**config.mk**
```make
export PLATFORM = sky130hd
export DESIGN_NAME = net_msg_endpoint_flat
export DESIGN_NICKNAME = d
export VERILOG_FILES = /design/src/rtl/net_msg_endpoint_if.sv /design/src/rtl/net_msg_endpoint.sv /design/src/flat_wrapper.sv
export SDC_FILE = /design/constraint.sdc
export NUM_CORES = 1
export LEC_CHECK = 0
export ABC_AREA = 1
export BUFFER_PORTS_ARGS = -buffer_cell sky130_fd_sc_hd__buf_4
export CAP_MARGIN = 0
export CORE_MARGIN = 1
export CORE_UTILIZATION = 45
export DETAILED_ROUTE_END_ITERATION = 10
export SLEW_MARGIN = 20
export SYNTH_ARGS = -nofsm -noshare
export SYNTH_HDL_FRONTEND = slang
export SYNTH_SLANG_ARGS = --single-unit
```
**constraint.sdc**
```tcl
create_clock -name CLK -period 16.8 [get_ports CLK]
set_clock_uncertainty 0.2 [all_clocks]
set_input_delay 4.2 -clock CLK [delete_from_list [all_inputs] [get_ports CLK]]
set_output_delay 4.2 -clock CLK [all_outputs]
set_load 0.03 [all_outputs]
```
**src/rtl/net_msg_endpoint_if.sv**
```systemverilog
// Messenger-side and link-side signal bundle of the network message endpoint.
// The endpoint uses the slave view; whoever drives the Messenger and the link uses the master view.
interface net_msg_endpoint_if;
    logic         NETSEND;
    logic [79:0]  NETMSG;
    logic         NETTYPE;
    logic [4:0]   NETSTAT;
    logic         NETRDY;
    logic         NETREQ;
    logic [121:0] NETPARAM;
    logic         NETMSGRD;
    logic [31:0]  TXD;
    logic         TXSOF;
    logic         TXVAL;
    logic         TXRDY;
    logic [31:0]  RXD;
    logic         RXSOF;
    logic         RXVAL;
    logic         RXRDY;
    logic         TXOVR;
    logic [7:0]   RXERRCNT;

    modport slave (
        input  NETSEND, NETMSG, NETTYPE, NETSTAT, NETMSGRD, TXRDY, RXD, RXSOF, RXVAL,
        output NETRDY, NETREQ, NETPARAM, TXD, TXSOF, TXVAL, RXRDY, TXOVR, RXERRCNT
    );

    modport master (
        output NETSEND, NETMSG, NETTYPE, NETSTAT, NETMSGRD, TXRDY, RXD, RXSOF, RXVAL,
        input  NETRDY, NETREQ, NETPARAM, TXD, TXSOF, TXVAL, RXRDY, TXOVR, RXERRCNT
    );
endinterface

```
**src/rtl/net_msg_endpoint.sv**
```systemverilog
// Network-controller end of the Messenger interface: serialises outbound messages as 3-word link
// frames and assembles inbound 4-word link frames into records queued for the Messenger.
module net_msg_endpoint #(
    parameter int FIFO_DEPTH = 4
) (
    input logic               CLK,
    input logic               RESET,
    net_msg_endpoint_if.slave bus
);
    localparam int AW = $clog2(FIFO_DEPTH);
    localparam logic [AW:0] FULL_COUNT = (AW+1)'(FIFO_DEPTH);

    typedef enum logic [1:0] {TX_IDLE, TX_W0, TX_W1, TX_W2} txState_t;

    txState_t     txState_q, txState_d;
    logic [79:0]  msg_q, msg_d;
    logic         type_q, type_d;
    logic [4:0]   stat_q, stat_d;
    logic         netRdy_q, netRdy_d;
    logic         txOvr_q, txOvr_d;
    logic [31:0]  txData;
    logic         txXfer;

    logic [1:0]   wc_q, wc_d;
    logic [89:0]  rec_q, rec_d;
    logic [7:0]   errCnt_q, errCnt_d;
    logic [121:0] mem_q [FIFO_DEPTH];
    logic [121:0] head_q, head_d;
    logic [121:0] wrData;
    logic [AW-1:0] wrPtr_q, wrPtr_d, rdPtr_q, rdPtr_d;
    logic [AW:0]  count_q, count_d;
    logic         rxRdy, rxAccept, errInc, push, pop;
    logic         unusedRxBits;

    always_comb begin
        txState_d = txState_q;
        msg_d     = msg_q;
        type_d    = type_q;
        stat_d    = stat_q;
        netRdy_d  = 1'b0;
        txOvr_d   = txOvr_q;
        txData    = '0;
        txXfer    = (txState_q != TX_IDLE) && bus.TXRDY;
        case (txState_q)
            TX_IDLE: begin
                if (bus.NETSEND) begin
                    msg_d     = bus.NETMSG;
                    type_d    = bus.NETTYPE;
                    stat_d    = bus.NETSTAT;
                    txState_d = TX_W0;
                end
            end
            TX_W0: begin
                txData = {type_q, 10'd0, stat_q, msg_q[47:32]};
                if (txXfer) txState_d = TX_W1;
            end
            TX_W1: begin
                txData = msg_q[31:0];
                if (txXfer) txState_d = TX_W2;
            end
            TX_W2: begin
                txData = msg_q[79:48];
                if (txXfer) begin
                    txState_d = TX_IDLE;
                    netRdy_d  = 1'b1;
                end
            end
            default: txState_d = TX_IDLE;
        endcase
        // A message offered mid-frame is dropped; only the sticky flag records it.
        if (bus.NETSEND && (txState_q != TX_IDLE)) txOvr_d = 1'b1;
    end

    always_comb begin
        wc_d     = wc_q;
        rec_d    = rec_q;
        push     = 1'b0;
        errInc   = 1'b0;
        wrData   = {rec_q, bus.RXD};
        rxRdy    = (count_q != FULL_COUNT);
        rxAccept = bus.RXVAL && rxRdy;
        if (rxAccept) begin
            if (bus.RXSOF) begin
                errInc        = (wc_q != 2'd0);
                rec_d[89:64]  = bus.RXD[25:0];
                wc_d          = 2'd1;
            end else begin
                case (wc_q)
                    2'd0: errInc = 1'b1;
                    2'd1: begin rec_d[63:32] = bus.RXD; wc_d = 2'd2; end
                    2'd2: begin rec_d[31:0]  = bus.RXD; wc_d = 2'd3; end
                    default: begin push = 1'b1; wc_d = 2'd0; end
                endcase
            end
        end
        errCnt_d = (errInc && (errCnt_q != 8'hFF)) ? errCnt_q + 8'd1 : errCnt_q;

        pop     = bus.NETMSGRD && (count_q != '0);
        wrPtr_d = push ? wrPtr_q + AW'(1) : wrPtr_q;
        rdPtr_d = pop  ? rdPtr_q + AW'(1) : rdPtr_q;
        case ({push, pop})
            2'b10:   count_d = count_q + (AW+1)'(1);
            2'b01:   count_d = count_q - (AW+1)'(1);
            default: count_d = count_q;
        endcase
        // The head register must see a record written this cycle if it lands at the new read slot.
        head_d = (push && (wrPtr_q == rdPtr_d)) ? wrData : mem_q[rdPtr_d];
    end

    always_ff @(posedge CLK) begin
        if (RESET) begin
            txState_q <= TX_IDLE;
            msg_q     <= '0;
            type_q    <= 1'b0;
            stat_q    <= '0;
            netRdy_q  <= 1'b0;
            txOvr_q   <= 1'b0;
            wc_q      <= '0;
            rec_q     <= '0;
            errCnt_q  <= '0;
            head_q    <= '0;
            wrPtr_q   <= '0;
            rdPtr_q   <= '0;
            count_q   <= '0;
        end else begin
            txState_q <= txState_d;
            msg_q     <= msg_d;
            type_q    <= type_d;
            stat_q    <= stat_d;
            netRdy_q  <= netRdy_d;
            txOvr_q   <= txOvr_d;
            wc_q      <= wc_d;
            rec_q     <= rec_d;
            errCnt_q  <= errCnt_d;
            head_q    <= head_d;
            wrPtr_q   <= wrPtr_d;
            rdPtr_q   <= rdPtr_d;
            count_q   <= count_d;
        end
    end

    always_ff @(posedge CLK) begin
        if (!RESET && push) mem_q[wrPtr_q] <= wrData;
    end

    assign unusedRxBits = ^bus.RXD[31:26];

    assign bus.TXD      = txData;
    assign bus.TXSOF    = (txState_q == TX_W0);
    assign bus.TXVAL    = (txState_q != TX_IDLE);
    assign bus.NETRDY   = netRdy_q;
    assign bus.TXOVR    = txOvr_q;
    assign bus.RXRDY    = rxRdy;
    assign bus.RXERRCNT = errCnt_q;
    assign bus.NETREQ   = (count_q != '0);
    assign bus.NETPARAM = head_q;
endmodule

```
**src/flat_wrapper.sv**
```systemverilog
// flat-port wrapper written by rule: the top's interface ports become plain ports
module net_msg_endpoint_flat 
#(
    parameter int FIFO_DEPTH = 4
)
  (CLK, RESET, bus_NETSEND, bus_NETMSG, bus_NETTYPE, bus_NETSTAT, bus_NETMSGRD, bus_TXRDY, bus_RXD, bus_RXSOF, bus_RXVAL, bus_NETRDY, bus_NETREQ, bus_NETPARAM, bus_TXD, bus_TXSOF, bus_TXVAL, bus_RXRDY, bus_TXOVR, bus_RXERRCNT);
  net_msg_endpoint_if bus_i ();
  input logic CLK;
  input logic RESET;
  input wire logic [$bits(bus_i.NETSEND)-1:0] bus_NETSEND;
  input wire logic [$bits(bus_i.NETMSG)-1:0] bus_NETMSG;
  input wire logic [$bits(bus_i.NETTYPE)-1:0] bus_NETTYPE;
  input wire logic [$bits(bus_i.NETSTAT)-1:0] bus_NETSTAT;
  input wire logic [$bits(bus_i.NETMSGRD)-1:0] bus_NETMSGRD;
  input wire logic [$bits(bus_i.TXRDY)-1:0] bus_TXRDY;
  input wire logic [$bits(bus_i.RXD)-1:0] bus_RXD;
  input wire logic [$bits(bus_i.RXSOF)-1:0] bus_RXSOF;
  input wire logic [$bits(bus_i.RXVAL)-1:0] bus_RXVAL;
  output wire logic [$bits(bus_i.NETRDY)-1:0] bus_NETRDY;
  output wire logic [$bits(bus_i.NETREQ)-1:0] bus_NETREQ;
  output wire logic [$bits(bus_i.NETPARAM)-1:0] bus_NETPARAM;
  output wire logic [$bits(bus_i.TXD)-1:0] bus_TXD;
  output wire logic [$bits(bus_i.TXSOF)-1:0] bus_TXSOF;
  output wire logic [$bits(bus_i.TXVAL)-1:0] bus_TXVAL;
  output wire logic [$bits(bus_i.RXRDY)-1:0] bus_RXRDY;
  output wire logic [$bits(bus_i.TXOVR)-1:0] bus_TXOVR;
  output wire logic [$bits(bus_i.RXERRCNT)-1:0] bus_RXERRCNT;
  assign bus_i.NETSEND = bus_NETSEND;
  assign bus_i.NETMSG = bus_NETMSG;
  assign bus_i.NETTYPE = bus_NETTYPE;
  assign bus_i.NETSTAT = bus_NETSTAT;
  assign bus_i.NETMSGRD = bus_NETMSGRD;
  assign bus_i.TXRDY = bus_TXRDY;
  assign bus_i.RXD = bus_RXD;
  assign bus_i.RXSOF = bus_RXSOF;
  assign bus_i.RXVAL = bus_RXVAL;
  assign bus_NETRDY = bus_i.NETRDY;
  assign bus_NETREQ = bus_i.NETREQ;
  assign bus_NETPARAM = bus_i.NETPARAM;
  assign bus_TXD = bus_i.TXD;
  assign bus_TXSOF = bus_i.TXSOF;
  assign bus_TXVAL = bus_i.TXVAL;
  assign bus_RXRDY = bus_i.RXRDY;
  assign bus_TXOVR = bus_i.TXOVR;
  assign bus_RXERRCNT = bus_i.RXERRCNT;
  net_msg_endpoint #(.FIFO_DEPTH(FIFO_DEPTH)) u_core (.CLK(CLK), .RESET(RESET), .bus(bus_i));
endmodule
```
==> results.toml <==
[cts]
ctsLongestPathBuffers = 3
clk_pin_slew_ns = 0.06
clk_latency_ns = 0.64
cts_root_buf = "clkbuf_16"
cts_tree = "built"
cts_hold_buf = 0
numCtsBuffers = 86
ctsResizeCount = 0
htree_levels = 3
cts_setup_buffers = 0
cts_sinks = 807

[sta]
clock.fmax_mhz = 119
drv_slew = 0
hold_ws_ns = 0.276
maxSlewHeadroom_pct = 21.5
setup_viol = 0
fin_crit_sh_pct = 50.1
finalHoldViolations = 0
min_period_ns = 8.41
tightest_slew_ns = 1.18
rsz0062_at_grt = "no"
setup_tns_ns = 0
setup_ws_ns = 8.39

[logic_synthesis]
synthDominantCellAreaShare_pct = 44.8
synth_top_family_by_area = "simple AND/OR/NAND/NOR gates"
ys_seq_elements = 807
synthesis.nets = 3609
muxShareOfSynthArea_pct = 0
yosysSeqAreaShare_pct = 64.4
netlist_area_mm2 = 0.0327
synthTopCellsByCount = "nand2_1, edfxtp_1, nor2_1"
yosysTopAreaCell = "edfxtp_1"
synth_ff_type = "edfxtp_1"
syn_inst = 3468
synth_most_common_cell = "nand2_1"
synth_xor_area_share_pct = 0.0268
synth-simple-area-share_pct = 22.1
synth_compound_area_share_pct = 6.24
ys_warn_count = 0
async_flop_share_pct = 0
ys_top_cells_by_area = "edfxtp_1, dfxtp_1, nand2_1"
synth_edf_count = 488
synth_fa_ha_area_share_pct = 0.635
syn_area_per_cell_um2 = 9.43
ys_types = 28

[detailed_routing]
drc = 0
first_pass_iters = 5
vias = 24185
post_drt_wl_per_cell_um = 19.4
drt-total-wl_um = 90900
drtIter0Drc = 1870
viasPerCell = 5.18
antenna_left = 0

[status]
status = "finished, final reports clean"

[min_path]
holdPathStages = 2
hold_class = "reg -> reg"

[critical_path]
cp.arrival_ns = 8.77
r2r_cells = 10
cp-end-kind = "flip-flop"
setup.worst_path.class = "in -> reg"
worstPathMaxFanout = 132
critPathRequiredTime_ns = 17.16
start_kind = "input port"

[floorplanning]
initial_utilization_pct = 45.6
rows = 98
core-area_mm2 = 0.0717
die_x_um = 272
die_area_mm2 = 0.0737
die_h_um = 272
ioPinCount = 293

[place]
pre_cts_ws_ns = 7.71
place.gp.congestion = 0.777
portBuffers = 292
dp.final_hpwl_um = 49200

[pwr]
vdd_drop_max_mv = 0.0769
power_density_mw_per_mm2 = 120
p_leak_nw = 15.9
total_power_mw = 4.60

[cells_and_area]
drive_gt1_share_pct = 13.0
syn_to_final_growth_pct = 17.0
final_util_pct = 53.3
nNetsFinal = 3785

[global_route]
antenna_found_initial = 4
overflow = 0
grt_pass1_wl_um = 137000
grt_max_degree = 209
grt.total_usage_pct = 24.3
grt_pass1_vias = 23016

[run]
maxCapViolations = 0
## state kept, by name (all words and copies together), names as in the netlist
| signal | cells |
|---|---|
| u_core.mem_q | 488 |
| u_core.bus.NETPARAM | 122 |
| u_core.rec_q | 90 |
| u_core.msg_q | 80 |
| u_core.bus.RXERRCNT | 8 |
| u_core.stat_q | 5 |
| u_core.count_q | 3 |
| u_core.rdPtr_q | 2 |
| u_core.txState_q | 2 |
| u_core.wc_q | 2 |
| u_core.wrPtr_q | 2 |
| u_core.bus.NETRDY | 1 |
| u_core.bus.TXOVR | 1 |
| u_core.type_q | 1 |
## worst max-delay path: stages
cell and delay [ns]:
buf_4 0.12, nand2_1 0.06, inv_1 0.07, nand2_4 0.78
nand2_8 0.68, a21oi_4 0.34, nand3_2 0.68, inv_4 0.64
buf_4 0.85, nor2_1 0.08, nor2_1 0.14
## kinds of logic after synthesis
kind of cell	Yosys count
fa+ha+maj	16
xor+xnor	1
flops	807
buf+inv	535
simple gates	1703
compound gates	406
## placed cells by master, fill, tap and decap left out, types with 2 or more instances in the layout
cell	synthesis	layout
nand3_2	2	2
a21oi_1	145	145
a211oi_1	2	2
clkinv_8	0	3
nand4_1	125	125
inv_4	0	2
inv_1	294	294
nand2_1	830	826
nor3_1	3	3
diode_2	0	4
clkbuf_1	131	19
clkbuf_16	0	88
clkbuf_8	0	17
o21ai_0	241	241
nand3b_1	58	58
nor2_1	472	468
dfxtp_1	319	319
edfxtp_1	488	488
clkinv_2	0	18
ha_1	15	14
clkinv_1	2	9
o21ai_1	17	17
buf_4	4	321
nand2_8	0	4
inv_2	5	2
inv_6	0	4
nand2_2	6	5
nand3_1	205	204
nor2_4	0	4
bufinv_16	0	4
## area by class of cell
cell class | instances | area (µm²)
Timing Repair Buffer | 322 | 2430
Inverter | 301 | 1140
Clock buffer | 124 | 2510
Fill cell | 6557 | 33500
Tap cell | 950 | 1190
Multi-Input combinational cell | 2126 | 9600
Antenna cell | 4 | 10.0
Clock inverter | 38 | 347
Sequential cell | 807 | 21000
## per-stage QoR
stage          instances  cell area, µm²
2_1_floorplan       3468           32700
3_3_place_gp        4506           35400
3_5_place_dp        4506           35400
4_1_cts             4668           38300
5_1_grt             4668           38300
6_report            4672           38300
## final timing paths
path              slack (ns)                                  end                           start
hold / removal          0.28        u_core.bus.TXOVR$_SDFFE_PP0P_   u_core.bus.TXOVR$_SDFFE_PP0P_
setup / recovery        8.39  u_core.bus.NETPARAM[101]$_SDFF_PP0_                    bus_NETMSGRD
setup reg to reg       11.61  u_core.bus.NETPARAM[101]$_SDFF_PP0_  u_core.count_q[0]$_SDFFE_PP0P_
hold reg to reg         0.28        u_core.bus.TXOVR$_SDFFE_PP0P_   u_core.bus.TXOVR$_SDFFE_PP0P_
## report_power, final
| part | internal, mW | switching (mW) |
|---|---|---|
| registers | 2.18 | 0.0529 |
| clock network | 1.11 | 0.782 |
| logic | 0.147 | 0.331 |
## layer usage
layer	global-route usage (%)	wire length, µm
met5	0	0
met4	7.84	2240
met3	4.33	5670
met2	40.6	43300
met1	32.0	39700
Power figures use the tool's default switching activity.
